**src/rtl/store_buffer_pkg.sv**
```systemverilog
// Shared types and sizing for the in-order store buffer.
// Load forwarding is enabled by defining SB_LD_BYPASS_EN.
package store_buffer_pkg;

  localparam int SB_ENTRY    = 8;
  localparam int WORD_SIZE_P = 16;
  localparam int SB_IDX_W    = $clog2(SB_ENTRY);

  typedef logic [SB_IDX_W-1:0]    sb_idx_t;
  typedef logic [WORD_SIZE_P-1:0] sb_word_t;

  typedef struct packed {
    sb_idx_t  sb_dest;
    sb_word_t address;
    sb_word_t result;
  } CDB_sb_t;

  localparam int CDB_SB_WIDTH = $bits(CDB_sb_t);

  typedef struct packed {
    logic     alloc;
    logic     addr_v;
    logic     committed;
    sb_word_t address;
    sb_word_t data;
  } sb_entry_t;

  // Circular distance from base to idx; pointer width gives the modulo for free.
  function automatic sb_idx_t sb_dist(sb_idx_t idx, sb_idx_t base);
    return idx - base;
  endfunction

endpackage

```
**src/rtl/store_buffer_if.sv**
```systemverilog
// Drain port from the store buffer to data memory (valid/ready).
interface store_buffer_if
  import store_buffer_pkg::*;
();
  logic     mem_w_v;
  sb_word_t mem_w_addr;
  sb_word_t mem_w_data;
  logic     mem_w_ready;

  modport master (output mem_w_v, mem_w_addr, mem_w_data, input mem_w_ready);
  modport slave  (input mem_w_v, mem_w_addr, mem_w_data, output mem_w_ready);
endinterface

```
**src/rtl/sb_bypass_sel.sv**
```systemverilog
// Youngest-older-store forwarding search; only built when SB_LD_BYPASS_EN is defined.
`ifdef SB_LD_BYPASS_EN
module sb_bypass_sel
  import store_buffer_pkg::*;
(
  input  sb_entry_t entries [SB_ENTRY],
  input  sb_idx_t   head,
  input  sb_idx_t   sb_num,
  input  sb_word_t  addr,
  output logic      hit,
  output sb_word_t  value
);

  sb_idx_t limit;
  sb_idx_t best;
  logic    unused_flags;

  // Candidates are strictly older than the load; the largest distance from head is youngest.
  always_comb begin
    hit   = 1'b0;
    value = '0;
    best  = '0;
    limit = sb_dist(sb_num, head);
    for (int i = 0; i < SB_ENTRY; i++) begin
      if (entries[i].addr_v && (entries[i].address == addr) &&
          (sb_dist(sb_idx_t'(i), head) < limit) &&
          (!hit || (sb_dist(sb_idx_t'(i), head) > best))) begin
        hit   = 1'b1;
        value = entries[i].data;
        best  = sb_dist(sb_idx_t'(i), head);
      end
    end
  end

  always_comb begin
    unused_flags = 1'b0;
    for (int i = 0; i < SB_ENTRY; i++) begin
      unused_flags = unused_flags ^ entries[i].alloc ^ entries[i].committed;
    end
  end

endmodule
`endif

```
**src/rtl/store_buffer.sv**
```systemverilog
// In-order store buffer: alloc at dispatch, LSU writeback, ROB commit, drain to memory.
// Optional load forwarding is built when SB_LD_BYPASS_EN is defined.
module store_buffer
  import store_buffer_pkg::*;
(
  input  logic     clk_i,
  input  logic     reset_n_i,
  input  logic     alloc_v_i,
  output sb_idx_t  alloc_idx_o,
  output logic     sb_full_o,
  input  logic     lsu_sb_v_i,
  input  CDB_sb_t  lsu_sb_i,
  input  sb_word_t exe_ld_bypass_addr_i,
  input  sb_idx_t  exe_ld_bypass_sb_num_i,
  output logic     sb_ld_bypass_valid_o,
  output sb_word_t sb_ld_bypass_value_o,
  input  logic     commit_v_i,
  input  logic     mispredict_i,
  store_buffer_if.master mem
);

  sb_entry_t entries [SB_ENTRY];
  sb_idx_t   head, cmt, tail, cmt_nxt;
  logic      full, do_alloc, do_wb, do_commit, do_drain;
  logic      unused_committed;

  assign full      = (sb_dist(tail, head) == sb_idx_t'(SB_ENTRY - 1));
  assign do_alloc  = alloc_v_i && !full && !mispredict_i;
  assign do_wb     = lsu_sb_v_i && !mispredict_i && entries[lsu_sb_i.sb_dest].alloc;
  assign do_commit = commit_v_i && (cmt != tail) && entries[cmt].addr_v;
  assign do_drain  = (head != cmt) && mem.mem_w_ready;
  assign cmt_nxt   = cmt + sb_idx_t'(do_commit);

  always_ff @(posedge clk_i or negedge reset_n_i) begin
    if (!reset_n_i) begin
      head <= '0;
      cmt  <= '0;
      tail <= '0;
    end else begin
      head <= head + sb_idx_t'(do_drain);
      cmt  <= cmt_nxt;
      tail <= mispredict_i ? cmt_nxt : tail + sb_idx_t'(do_alloc);
    end
  end

  // Squash spans [cmt_nxt, tail) so a same-cycle commit survives; drain clear is applied last.
  always_ff @(posedge clk_i or negedge reset_n_i) begin
    if (!reset_n_i) begin
      for (int i = 0; i < SB_ENTRY; i++) entries[i] <= '0;
    end else begin
      for (int i = 0; i < SB_ENTRY; i++) begin
        if (mispredict_i && (sb_dist(sb_idx_t'(i), cmt_nxt) < sb_dist(tail, cmt_nxt))) begin
          entries[i].alloc  <= 1'b0;
          entries[i].addr_v <= 1'b0;
        end
      end
      if (do_alloc) begin
        entries[tail].alloc     <= 1'b1;
        entries[tail].addr_v    <= 1'b0;
        entries[tail].committed <= 1'b0;
      end
      if (do_wb) begin
        entries[lsu_sb_i.sb_dest].address <= lsu_sb_i.address;
        entries[lsu_sb_i.sb_dest].data    <= lsu_sb_i.result;
        entries[lsu_sb_i.sb_dest].addr_v  <= 1'b1;
      end
      if (do_commit) entries[cmt].committed <= 1'b1;
      if (do_drain)  entries[head] <= '0;
    end
  end

  assign alloc_idx_o    = tail;
  assign sb_full_o      = full;
  assign mem.mem_w_v    = (head != cmt);
  assign mem.mem_w_addr = entries[head].address;
  assign mem.mem_w_data = entries[head].data;

  always_comb begin
    unused_committed = 1'b0;
    for (int i = 0; i < SB_ENTRY; i++) unused_committed = unused_committed ^ entries[i].committed;
  end

`ifdef SB_LD_BYPASS_EN
  sb_bypass_sel u_bypass_sel (
    .entries (entries),
    .head    (head),
    .sb_num  (exe_ld_bypass_sb_num_i),
    .addr    (exe_ld_bypass_addr_i),
    .hit     (sb_ld_bypass_valid_o),
    .value   (sb_ld_bypass_value_o)
  );
`else
  logic unused_query;
  assign unused_query         = ^{exe_ld_bypass_addr_i, exe_ld_bypass_sb_num_i};
  assign sb_ld_bypass_valid_o = 1'b0;
  assign sb_ld_bypass_value_o = '0;
`endif

endmodule

```
**src/flat_wrapper.sv**
```systemverilog
// flat-port wrapper written by rule: the top's interface ports become plain ports
module store_buffer_flat import store_buffer_pkg::*;
  (clk_i, reset_n_i, alloc_v_i, alloc_idx_o, sb_full_o, lsu_sb_v_i, lsu_sb_i, exe_ld_bypass_addr_i, exe_ld_bypass_sb_num_i, sb_ld_bypass_valid_o, sb_ld_bypass_value_o, commit_v_i, mispredict_i, mem_mem_w_v, mem_mem_w_addr, mem_mem_w_data, mem_mem_w_ready);
  store_buffer_if mem_i ();
  input  logic clk_i;
  input  logic reset_n_i;
  input  logic alloc_v_i;
  output sb_idx_t alloc_idx_o;
  output logic sb_full_o;
  input  logic lsu_sb_v_i;
  input  CDB_sb_t lsu_sb_i;
  input  sb_word_t exe_ld_bypass_addr_i;
  input  sb_idx_t exe_ld_bypass_sb_num_i;
  output logic sb_ld_bypass_valid_o;
  output sb_word_t sb_ld_bypass_value_o;
  input  logic commit_v_i;
  input  logic mispredict_i;
  output wire logic [$bits(mem_i.mem_w_v)-1:0] mem_mem_w_v;
  output wire logic [$bits(mem_i.mem_w_addr)-1:0] mem_mem_w_addr;
  output wire logic [$bits(mem_i.mem_w_data)-1:0] mem_mem_w_data;
  input wire logic [$bits(mem_i.mem_w_ready)-1:0] mem_mem_w_ready;
  assign mem_mem_w_v = mem_i.mem_w_v;
  assign mem_mem_w_addr = mem_i.mem_w_addr;
  assign mem_mem_w_data = mem_i.mem_w_data;
  assign mem_i.mem_w_ready = mem_mem_w_ready;
  store_buffer u_core (.clk_i(clk_i), .reset_n_i(reset_n_i), .alloc_v_i(alloc_v_i), .alloc_idx_o(alloc_idx_o), .sb_full_o(sb_full_o), .lsu_sb_v_i(lsu_sb_v_i), .lsu_sb_i(lsu_sb_i), .exe_ld_bypass_addr_i(exe_ld_bypass_addr_i), .exe_ld_bypass_sb_num_i(exe_ld_bypass_sb_num_i), .sb_ld_bypass_valid_o(sb_ld_bypass_valid_o), .sb_ld_bypass_value_o(sb_ld_bypass_value_o), .commit_v_i(commit_v_i), .mispredict_i(mispredict_i), .mem(mem_i));
endmodule
```
**config.mk**
```make
export PLATFORM = sky130hd
export DESIGN_NAME = store_buffer_flat
export DESIGN_NICKNAME = d
export VERILOG_FILES = /design/src/rtl/store_buffer_pkg.sv /design/src/rtl/store_buffer_if.sv /design/src/rtl/sb_bypass_sel.sv /design/src/rtl/store_buffer.sv /design/src/flat_wrapper.sv
export SDC_FILE = /design/constraint.sdc
export NUM_CORES = 1
export LEC_CHECK = 0
export CAP_MARGIN = 40
export CELL_PAD_IN_SITES_DETAIL_PLACEMENT = 2
export CELL_PAD_IN_SITES_GLOBAL_PLACEMENT = 2
export CORE_MARGIN = 2
export CORE_UTILIZATION = 39
export DETAILED_ROUTE_END_ITERATION = 8
export GPL_TIMING_DRIVEN = 0
export MAX_ROUTING_LAYER = met4
export PLACE_DENSITY = 0.85
export RECOVER_POWER = 25
export SKIP_LAST_GASP = 1
export SLEW_MARGIN = 0
export SYNTH_ARGS = -nofsm -noshare
export SYNTH_HDL_FRONTEND = slang
export SYNTH_SLANG_ARGS = --single-unit
```
**constraint.sdc**
```tcl
create_clock -name clk_i -period 8.9 [get_ports clk_i]
set_input_delay 1.78 -clock clk_i [delete_from_list [all_inputs] [get_ports clk_i]]
set_output_delay 1.78 -clock clk_i [all_outputs]
set_load 0.005 [all_outputs]
```
==> metrics.csv, run 1 <==
metric;value;unit
total CTS buffers;34;
Yosys cell types;65;
CP required;8.51;ns
Post-CTS Setup Repair Bufs;0;
cell area after synthesis;14300;µm²
IO Port Bufs;45;
hold-fix buffers at CTS;0;
pin count of the biggest net entering global routing;114;
Initial DRC Count;860;
Most used DFF post-synth;dfrtp_1;
routed wire length;62.1;mm
layout cells sized above 1;14.5;%
IO Count;115;
vias per cell;5.96;
CP max-delay cell;clkbuf_1;
WS Path Type;in -> async;
routed vias;13100;
Clock H-tree levels;2;
crit path max fanout;95;
RePlAce Congestion;0.871;
register area share after synthesis;49.0;%
CTS Buffer Depth;3;
Synth Register Bits;281;
critical path, cell by cell;buf_8 > clkbuf_1;
vias in the first global route;14700;
Max Clock Freq;0.169;GHz
failing checks;capacitance limit, slew limit;
Final Instance Count excl. Fillers;2199;
number of cell rows;70;
TritonCTS clock tree;built;
RSZ-0062 raised after global routing;no;
routed len/inst;28.2;µm
Reg2Reg Depth;16;
core area;36400;µm²
Overall Global Routing Usage;33.6;%
Slew headroom;-186;%
power per cell area;282;nW/µm²
fin crit share;66.4;%
pre-CTS setup slack;3.47;ns
Hold Startpoint;u_core.entries[278];
Clock Sinks;281;
reg-to-reg endpoint;u_core.entries[278];
Initial Util;39.4;%
start of the worst register-to-register path;u_core.cmt[0];
dpl cells;2140;
post-CTS resize count;0;
max-cap violations;1;
outcome;finished, violations left;
synthesized area per cell;8.95;µm²
Final WS setup;2.99;ns
first-pass GRT wire length;92.7;mm
CP Launch Type;input pin;
minimum clock period;5.91;ns
Final Hold Vio Count;0;
Root Buffer;clkbuf_16;
DRT Pass-1 Iters;7;
WP buf/inv;2;
minimum setup slack among reg-to-reg paths;4.25;ns
# DRC;0;
Post-Synthesis Cells;1602;
worst skew pair latency;0.53;ns
Die W;196;µm
hold depth;1;
post-route antenna net violation count;0;
Ys Warns;0;
Crit path largest cell delay;3.05;ns
Post-DP HPWL;40.7;mm
Congestion Overflow GR;0;
VDD IR max;0.167;mV
clock slew seen by the registers of the worst setup and hold paths;0.06;ns
worst hold-check path type;reg -> reg;
P_leak;7.37;nW
Hold EP;u_core.entries[278];
max-slew violation count;76;
# nets final;1788;
Worst Tran Pin Value;4.29;ns
CP arrival;5.52;ns
setup violators final;0;
EDFF count, synth;0;
CP Capture Type;async pin;
initial antenna violation count;1;
critical path's top delay family;buffers and inverters;
Die Y;196;µm
fraction of registers with async set/reset;100;%
clk_skew;0.0206;ns
WHS;0.511;ns
area delta synth->final;16.3;%
die area;38300;µm²
==> registers in the layout, summed over array words and instances (netlist names) <==
register            cells
u_core.head             3
u_core.alloc_idx_o      3
u_core.entries        272
u_core.cmt              3
==> synthesized netlist by cell type, types with 2 or more instances <==
| library cell | number | area (µm²) |
|---|---|---|
| a211oi_1 | 6 | 45.0 |
| a21oi_1 | 286 | 1430 |
| a221o_1 | 5 | 50.1 |
| a221oi_1 | 7 | 61.3 |
| a22o_1 | 6 | 52.6 |
| a22oi_1 | 19 | 143 |
| a31oi_1 | 3 | 18.8 |
| and2_1 | 7 | 43.8 |
| and3_1 | 9 | 56.3 |
| and4_1 | 2 | 17.5 |
| buf_1 | 2 | 7.51 |
| buf_2 | 65 | 325 |
| buf_4 | 54 | 405 |
| buf_6 | 5 | 56.3 |
| clkbuf_1 | 39 | 146 |
| clkbuf_8 | 2 | 27.5 |
| dfrtp_1 | 281 | 7030 |
| ha_1 | 18 | 225 |
| inv_1 | 10 | 37.5 |
| mux2_2 | 11 | 124 |
| mux2i_1 | 23 | 230 |
| mux4_2 | 30 | 676 |
| nand2_1 | 574 | 2150 |
| nand2b_1 | 4 | 25.0 |
| nand3_1 | 12 | 60.1 |
| nand3_2 | 2 | 20.0 |
| nand4_1 | 4 | 25.0 |
| nor2_1 | 28 | 105 |
| nor2_2 | 2 | 12.5 |
| nor2b_1 | 9 | 56.3 |
| nor3_4 | 3 | 48.8 |
| o211ai_1 | 5 | 37.5 |
| o21ai_0 | 21 | 105 |
| o221ai_1 | 5 | 43.8 |
| o22ai_1 | 3 | 18.8 |
| or3_1 | 4 | 25.0 |
| xnor2_1 | 8 | 70.1 |
==> placed cells by master (no fill, tap or decap), types with 17 or more instances in the layout <==
cell type / n
mux2i_1: 23
nand2_1: 574
nor2_1: 28
ha_1: 18
conb_1: 17
buf_4: 56
a22oi_1: 19
clkbuf_16: 35
clkdlybuf4s50_1: 44
o21ai_0: 21
mux4_2: 30
a21oi_1: 286
dfrtp_1: 281
buf_2: 65
clkbuf_1: 46
==> cell type report <==
cell class,instances,area [µm²]
Clock buffer,51,1040
Sequential cell,281,7030
Fill cell,3997,19800
Timing Repair Buffer,54,562
Buffer,167,968
Tap cell,468,586
Inverter,11,41.3
Multi-Input combinational cell,1159,6360
Antenna cell,1,2.50
Clock inverter,7,88.8
==> per-stage QoR <==
step	cell area, µm²	power (mW)	util, %	setup TNS [ns]
2_1_floorplan	14400	2.42	-	0
3_3_place_gp	15400	3.12	42.4	-1906.45
3_5_place_dp	15600	3.23	42.7	0
4_1_cts	16700	4.68	45.8	0
5_1_grt	16700	4.86	45.8	0
6_report	16700	4.70	45.8	0
==> how the worst max path moves through the flow <==
stage	to	start	depth (start not counted)	slack [ns]
2_1_floorplan	u_core.entries[138]	commit_v_i	14	4.29
3_3_place_gp	u_core.entries[234]	reset_n_i	1	-6.81
3_5_place_dp	u_core.entries[278]	commit_v_i	14	3.47
4_1_cts	mem_mem_w_data[9]	u_core.head[0]	7	3.51
5_1_grt	u_core.entries[86]	reset_n_i	2	2.12
6_report	u_core.entries[230]	reset_n_i	2	2.99
==> layer usage <==
metal / up-vias / track usage (%) / share of wire, %
li1: 5538 / - / -
met1: 6888 / 40.7 / 40
met2: 491 / 56.4 / 50
met3: 186 / 5.05 / 6.0
met4: 0 / 13.8 / 4.3
met5: - / - / 0
==> report_power, final <==
| part | switching (mW) | internal (mW) | leakage [nW] | total, mW |
|---|---|---|---|---|
| Sequential | 0.0942 | 1.41 | 3.90 | 1.50 |
| Combinational | 1.16 | 0.598 | 2.91 | 1.75 |
| Clock | 0.582 | 0.860 | 0.559 | 1.44 |
| Total | 1.83 | 2.86 | 7.37 | 4.70 |
==> cells by family after synthesis <==
logic type	count (synthesis)	share of synthesized area (%)
multiplexers	64	7.18
buffers and inverters	178	7.04
adder cells (fa/ha/maj)	19	1.71
flip-flops	281	49.0
XOR/XNOR	13	1.13
AO/OA/AOI/OAI	375	14.6
other	1	0.0262
AND/OR/NAND/NOR	671	19.2
Power figures use the tool's default switching activity.
==> inputs of run 2 (changes only) <==
--- a/config.mk
+++ b/config.mk
@@ -9,11 +9,11 @@
 export CELL_PAD_IN_SITES_DETAIL_PLACEMENT = 2
 export CELL_PAD_IN_SITES_GLOBAL_PLACEMENT = 2
 export CORE_MARGIN = 2
-export CORE_UTILIZATION = 39
+export CORE_UTILIZATION = 37
 export DETAILED_ROUTE_END_ITERATION = 8
 export GPL_TIMING_DRIVEN = 0
 export MAX_ROUTING_LAYER = met4
-export PLACE_DENSITY = 0.85
+export PLACE_DENSITY = 0.81
 export RECOVER_POWER = 25
 export SKIP_LAST_GASP = 1
 export SLEW_MARGIN = 0
==> constraint.sdc (replaced) <==
create_clock -name clk_i -period 5.6 [get_ports clk_i]
set_input_delay 1.12 -clock clk_i [delete_from_list [all_inputs] [get_ports clk_i]]
set_output_delay 1.12 -clock clk_i [all_outputs]
set_load 0.005 [all_outputs]
==> metrics.csv, run 2 (synthesis gave the netlist of run 1 again) <==
metric;value;unit
CTS Buffer Depth;3;
Post-DP HPWL;41.3;mm
CP Launch Type;flop;
Post-CTS Setup Repair Bufs;0;
die area;40300;µm²
routed vias;13000;
Final WS setup;0.677;ns
worst skew pair latency;0.55;ns
Overall Global Routing Usage;31.4;%
hold depth;1;
WHS;0.518;ns
sequential standard cell area;7030;µm²
IO Count;115;
Top reg by flops;u_core.entries;
P_leak;7.36;nW
Die Y;201;µm
routed len/inst;27.1;µm
max reg flops;272;
fin crit share;87.9;%
first-pass GRT wire length;91.8;mm
Slew headroom;-121;%
hold-fix buffers at CTS;0;
Max Clock Freq;0.203;GHz
routed wire length;61.0;mm
RSZ-0062 raised after global routing;no;
pin count of the biggest net entering global routing;85;
commonest non-fill, non-tap cell in the layout;nand2_1;
total CTS buffers;34;
failing checks;capacitance limit, slew limit;
most frequent cell on the critical path;buf_2;
Crit path largest cell delay;0.74;ns
critical path's top delay family;buffers and inverters;
Fill cells;4318;
vias per cell;5.76;
power per cell area;440;nW/µm²
Die W;201;µm
minimum clock period;4.92;ns
WP buf/inv;5;
area delta synth->final;16.7;%
Congestion Overflow GR;0;
VDD IR max;0.256;mV
number of cell rows;72;
core area;38500;µm²
initial antenna violation count;2;
max-slew violation count;57;
post-route antenna net violation count;0;
CP Capture Type;primary output;
clk_skew;0.0179;ns
DRT Pass-1 Iters;5;
Root Buffer;clkbuf_16;
crit path max fanout;10;
CP max-delay cell;clkbuf_1;
clock slew seen by the registers of the worst setup and hold paths;0.06;ns
setup violators final;0;
most frequent cells in the layout;nand2_1 (574), a21oi_1 (286), dfrtp_1 (281);
Worst Tran Pin Value;3.31;ns
critical path, cell by cell;buf_6 > buf_2 > clkbuf_1 > buf_2 > nand2_1 > o221ai_1 > clkdlybuf4s50_1;
Initial DRC Count;786;
Initial Util;37.3;%
critical path depth;7;
max-cap violations;1;
Reg2Reg Depth;16;
CP arrival;3.80;ns
TritonCTS clock tree;built;
# DRC;0;
Final Hold Vio Count;0;
pre-CTS setup slack;0.808;ns
vias in the first global route;14600;
RePlAce Congestion;0.857;
post-CTS resize count;0;
WS Path Type;reg -> out;
# nets final;1792;
Clock H-tree levels;2;
Tot Pwr;7.37;mW
CP required;4.48;ns
area of the multi-input gates;6360;µm²
IO Port Bufs;45;
layout cells sized above 1;14.4;%
outcome;finished, violations left;
worst hold-check path type;reg -> reg;
Clock Sinks;281;
-- run 2: changes by cell type in the layout (fill, tap and decap cells not counted), moves of 2 or more --
cell	delta
clkbuf_1	+3
buf_16	+2
clkbuf_8	-6
buf_6	+2
clkinv_8	+2
-- run 2: metrics by stage --
step                instances  cell area (µm²)  util, %  TNS (ns)
floorplan                1618            14400        -         0
global placement         2181            15500     40.3  -2663.39
detailed placement       2194            15700     40.8         0
CTS                      2250            16700     43.5         0
global route             2251            16700     43.5         0
finish                   2251            16700     43.5         0
-- run 2: area by class of cell --
cell class | instances | share of cell area [%]
antenna | 1 | 0.0150
buffer | 167 | 5.79
clock buffer | 48 | 5.76
clock inverter | 8 | 0.538
inverter | 11 | 0.247
multi-input combinational | 1159 | 38.0
sequential | 281 | 42.0
tap | 518 | 3.87
timing repair buffer | 58 | 3.78
-- run 2: path summary, 6_finish.rpt --
path,start,to,slack (ns)
max reg2reg,u_core.cmt[0],u_core.entries[278],1.07
min reg2reg,u_core.entries[278],u_core.entries[278],0.52
max in group asynchronous,reset_n_i,u_core.entries[170],1.61
max,u_core.head[0],mem_mem_w_data[9],0.68
min in group asynchronous,reset_n_i,u_core.entries[151],1.66
min,u_core.entries[278],u_core.entries[278],0.52
-- run 2: power by group --
part | switching, mW | total (mW) | leakage (nW) | internal [mW]
clock network | 0.931 | 2.18 | 0.514 | 1.25
registers | 0.149 | 2.38 | 3.90 | 2.23
logic | 1.83 | 2.81 | 2.95 | 0.973
-- run 2: metal layers --
layer / share of wire, % / wire (µm) / global-route usage [%]
met1: 40 / 24600 / 37.8
met2: 50 / 30300 / 52.6
met3: 5.6 / 3410 / 4.69
met4: 4.4 / 2670 / 13.5
met5: 0 / 0 / -
==> inputs of run 3 (changes only) <==
--- a/config.mk
+++ b/config.mk
@@ -9,11 +9,11 @@
 export CELL_PAD_IN_SITES_DETAIL_PLACEMENT = 2
 export CELL_PAD_IN_SITES_GLOBAL_PLACEMENT = 2
 export CORE_MARGIN = 2
-export CORE_UTILIZATION = 37
+export CORE_UTILIZATION = 33
 export DETAILED_ROUTE_END_ITERATION = 8
 export GPL_TIMING_DRIVEN = 0
 export MAX_ROUTING_LAYER = met4
-export PLACE_DENSITY = 0.81
+export PLACE_DENSITY = 0.76
 export RECOVER_POWER = 25
 export SKIP_LAST_GASP = 1
 export SLEW_MARGIN = 0
==> constraint.sdc (replaced) <==
create_clock -name clk_i -period 4.3 [get_ports clk_i]
set_input_delay 0.86 -clock clk_i [delete_from_list [all_inputs] [get_ports clk_i]]
set_output_delay 0.86 -clock clk_i [all_outputs]
set_load 0.005 [all_outputs]
==> metrics.csv, run 3 (synthesis gave the netlist of run 1 again) <==
metric;value;unit
Crit path largest cell delay;0.60;ns
failing checks;capacitance limit, slew limit;
# DRC;0;
routed len/inst;26.5;µm
reg-to-reg endpoint;u_core.entries[138];
area delta synth->final;19.5;%
pin count of the biggest net entering global routing;114;
first-pass GRT wire length;91.5;mm
max-slew violation count;103;
grt peak-use layer;met2;
number of cell rows;76;
total CTS buffers;36;
CP Launch Type;flop;
CP max-delay cell;nor2_1;
commonest non-fill, non-tap cell in the layout;nand2_1;
critical path, cell by cell;clkbuf_8 > buf_2 > nor2_1 > buf_6 > a221oi_1 > o22ai_1 > clkdlybuf4s50_1;
worst skew pair latency;0.55;ns
Initial Util;33.4;%
met2 Use GR;47.9;%
routed wire length;61.7;mm
vias per cell;5.50;
fin crit share;99.0;%
VDD IR max;0.335;mV
Initial DRC Count;866;
outcome;finished, violations left;
Post-DP HPWL;41.1;mm
WS Path Type;reg -> out;
start of the worst register-to-register path;u_core.cmt[1];
Max Clock Freq;0.235;GHz
Slew headroom;-85.6;%
CP Capture Type;primary output;
# nets final;1796;
clk_skew;0.0230;ns
WP buf/inv;4;
post-route antenna net violation count;0;
most frequent cells in the layout;nand2_1 (573), a21oi_1 (286), dfrtp_1 (278);
max-cap violations;1;
CP arrival;3.40;ns
Clock Sinks;281;
minimum clock period;4.26;ns
dpl cells;2258;
P_leak;7.50;nW
Tot Pwr;10.2;mW
power per cell area;593;nW/µm²
Die Y;212;µm
RePlAce Congestion;0.855;
met3 usage;4.49;%
critical path depth;7;
Congestion Overflow GR;0;
IO Port Bufs;45;
worst setup path endpoint;mem_mem_w_data[0];
minimum setup slack among reg-to-reg paths;0.15;ns
crit path max fanout;10;
Top reg by flops;u_core.entries;
vias in the first global route;14200;
clock slew seen by the registers of the worst setup and hold paths;0.06;ns
critical path's top delay family;buffers and inverters;
CP required;3.44;ns
RSZ-0062 raised after global routing;yes;
setup violators final;0;
layout cells sized above 1;16.1;%
CTS Buffer Depth;3;
Worst Tran Pin Value;2.78;ns
max reg flops;272;
core area;43000;µm²
Final Instance Count excl. Fillers;2328;
hold depth;1;
Clock H-tree levels;2;
routed vias;12800;
Die W;212;µm
worst hold-check path type;reg -> reg;
Overall Global Routing Usage;28.7;%
Final Hold Vio Count;0;
DRT Pass-1 Iters;5;
IO Count;115;
CP startpoint;u_core.head[1];
TritonCTS clock tree;built;
initial antenna violation count;1;
met1 usage;35.4;%
Root Buffer;clkbuf_16;
hold-fix buffers at CTS;0;
Reg2Reg Depth;17;
die area;45100;µm²
[run 3: routing by layer]
layer,wire length [µm],vias up
li1,-,5566
met1,26000,6784
met2,30200,341
met3,3110,120
met4,2330,0
met5,0,-
[run 3: per-stage QoR]
stage	hold slack (ns)	util, %	TNS [ns]	worst slack [ns]	instance area (µm²)
2_1_floorplan	0.468	-	0	0.297	14400
3_3_place_gp	0.494	36.3	-3015.16	-10.75	15600
3_5_place_dp	0.493	36.6	-1.82	-0.217	15700
4_1_cts	0.420	39.7	0	0.0237	17100
5_1_grt	0.545	39.9	-0.0195	-0.0185	17100
6_report	0.511	39.9	0	0.0447	17100
[run 3: worst min-delay path by stage]
stage                              startpoint             endpoint
after floorplan           u_core.entries[278]  u_core.entries[278]
after global placement    u_core.entries[278]  u_core.entries[278]
after detailed placement  u_core.entries[278]  u_core.entries[278]
after CTS                           reset_n_i   u_core.entries[81]
after global routing       u_core.entries[88]   u_core.entries[88]
final                     u_core.entries[278]  u_core.entries[278]
[run 3: worst reg2reg max path, cell delays in order, from the launching register on]
cell,delay (ns)
dfrtp_2,0.44
mux4_2,0.53
o21ai_1,0.11
o21ai_0,0.09
and2_1,0.18
ha_1,0.23
ha_4,0.33
buf_6,0.15
xnor2_1,0.08
ha_1,0.19
or3_4,0.40
and3_4,0.22
nor2_4,0.15
ha_1,0.25
nor2b_1,0.13
or3_4,0.34
nand3_1,0.10
a21oi_1,0.06
[run 3: where the power goes]
group | internal (mW) | switching (mW) | total, mW
logic | 1.32 | 2.42 | 3.74
clock network | 2.08 | 1.25 | 3.32
registers | 2.91 | 0.187 | 3.10
[run 3: timing repair]
item                                    4_1_cts  5_1_grt
gates resized for setup                       9       18
endpoints found under the setup margin       31       13
pin swaps                                     0        2
buffers inserted                              2        3
cloned                                        0        0
[run 3: layout make-up]
cell class,instances,area (µm²)
inverters,11,41.3
clock buffers,56,1150
multi-input cells,1159,6420
flip-flops and latches,281,7040
plain buffers,167,981
well taps,585,732
clock inverters,8,154
repair buffers,60,617
fillers,4789,25800
diodes,1,2.50
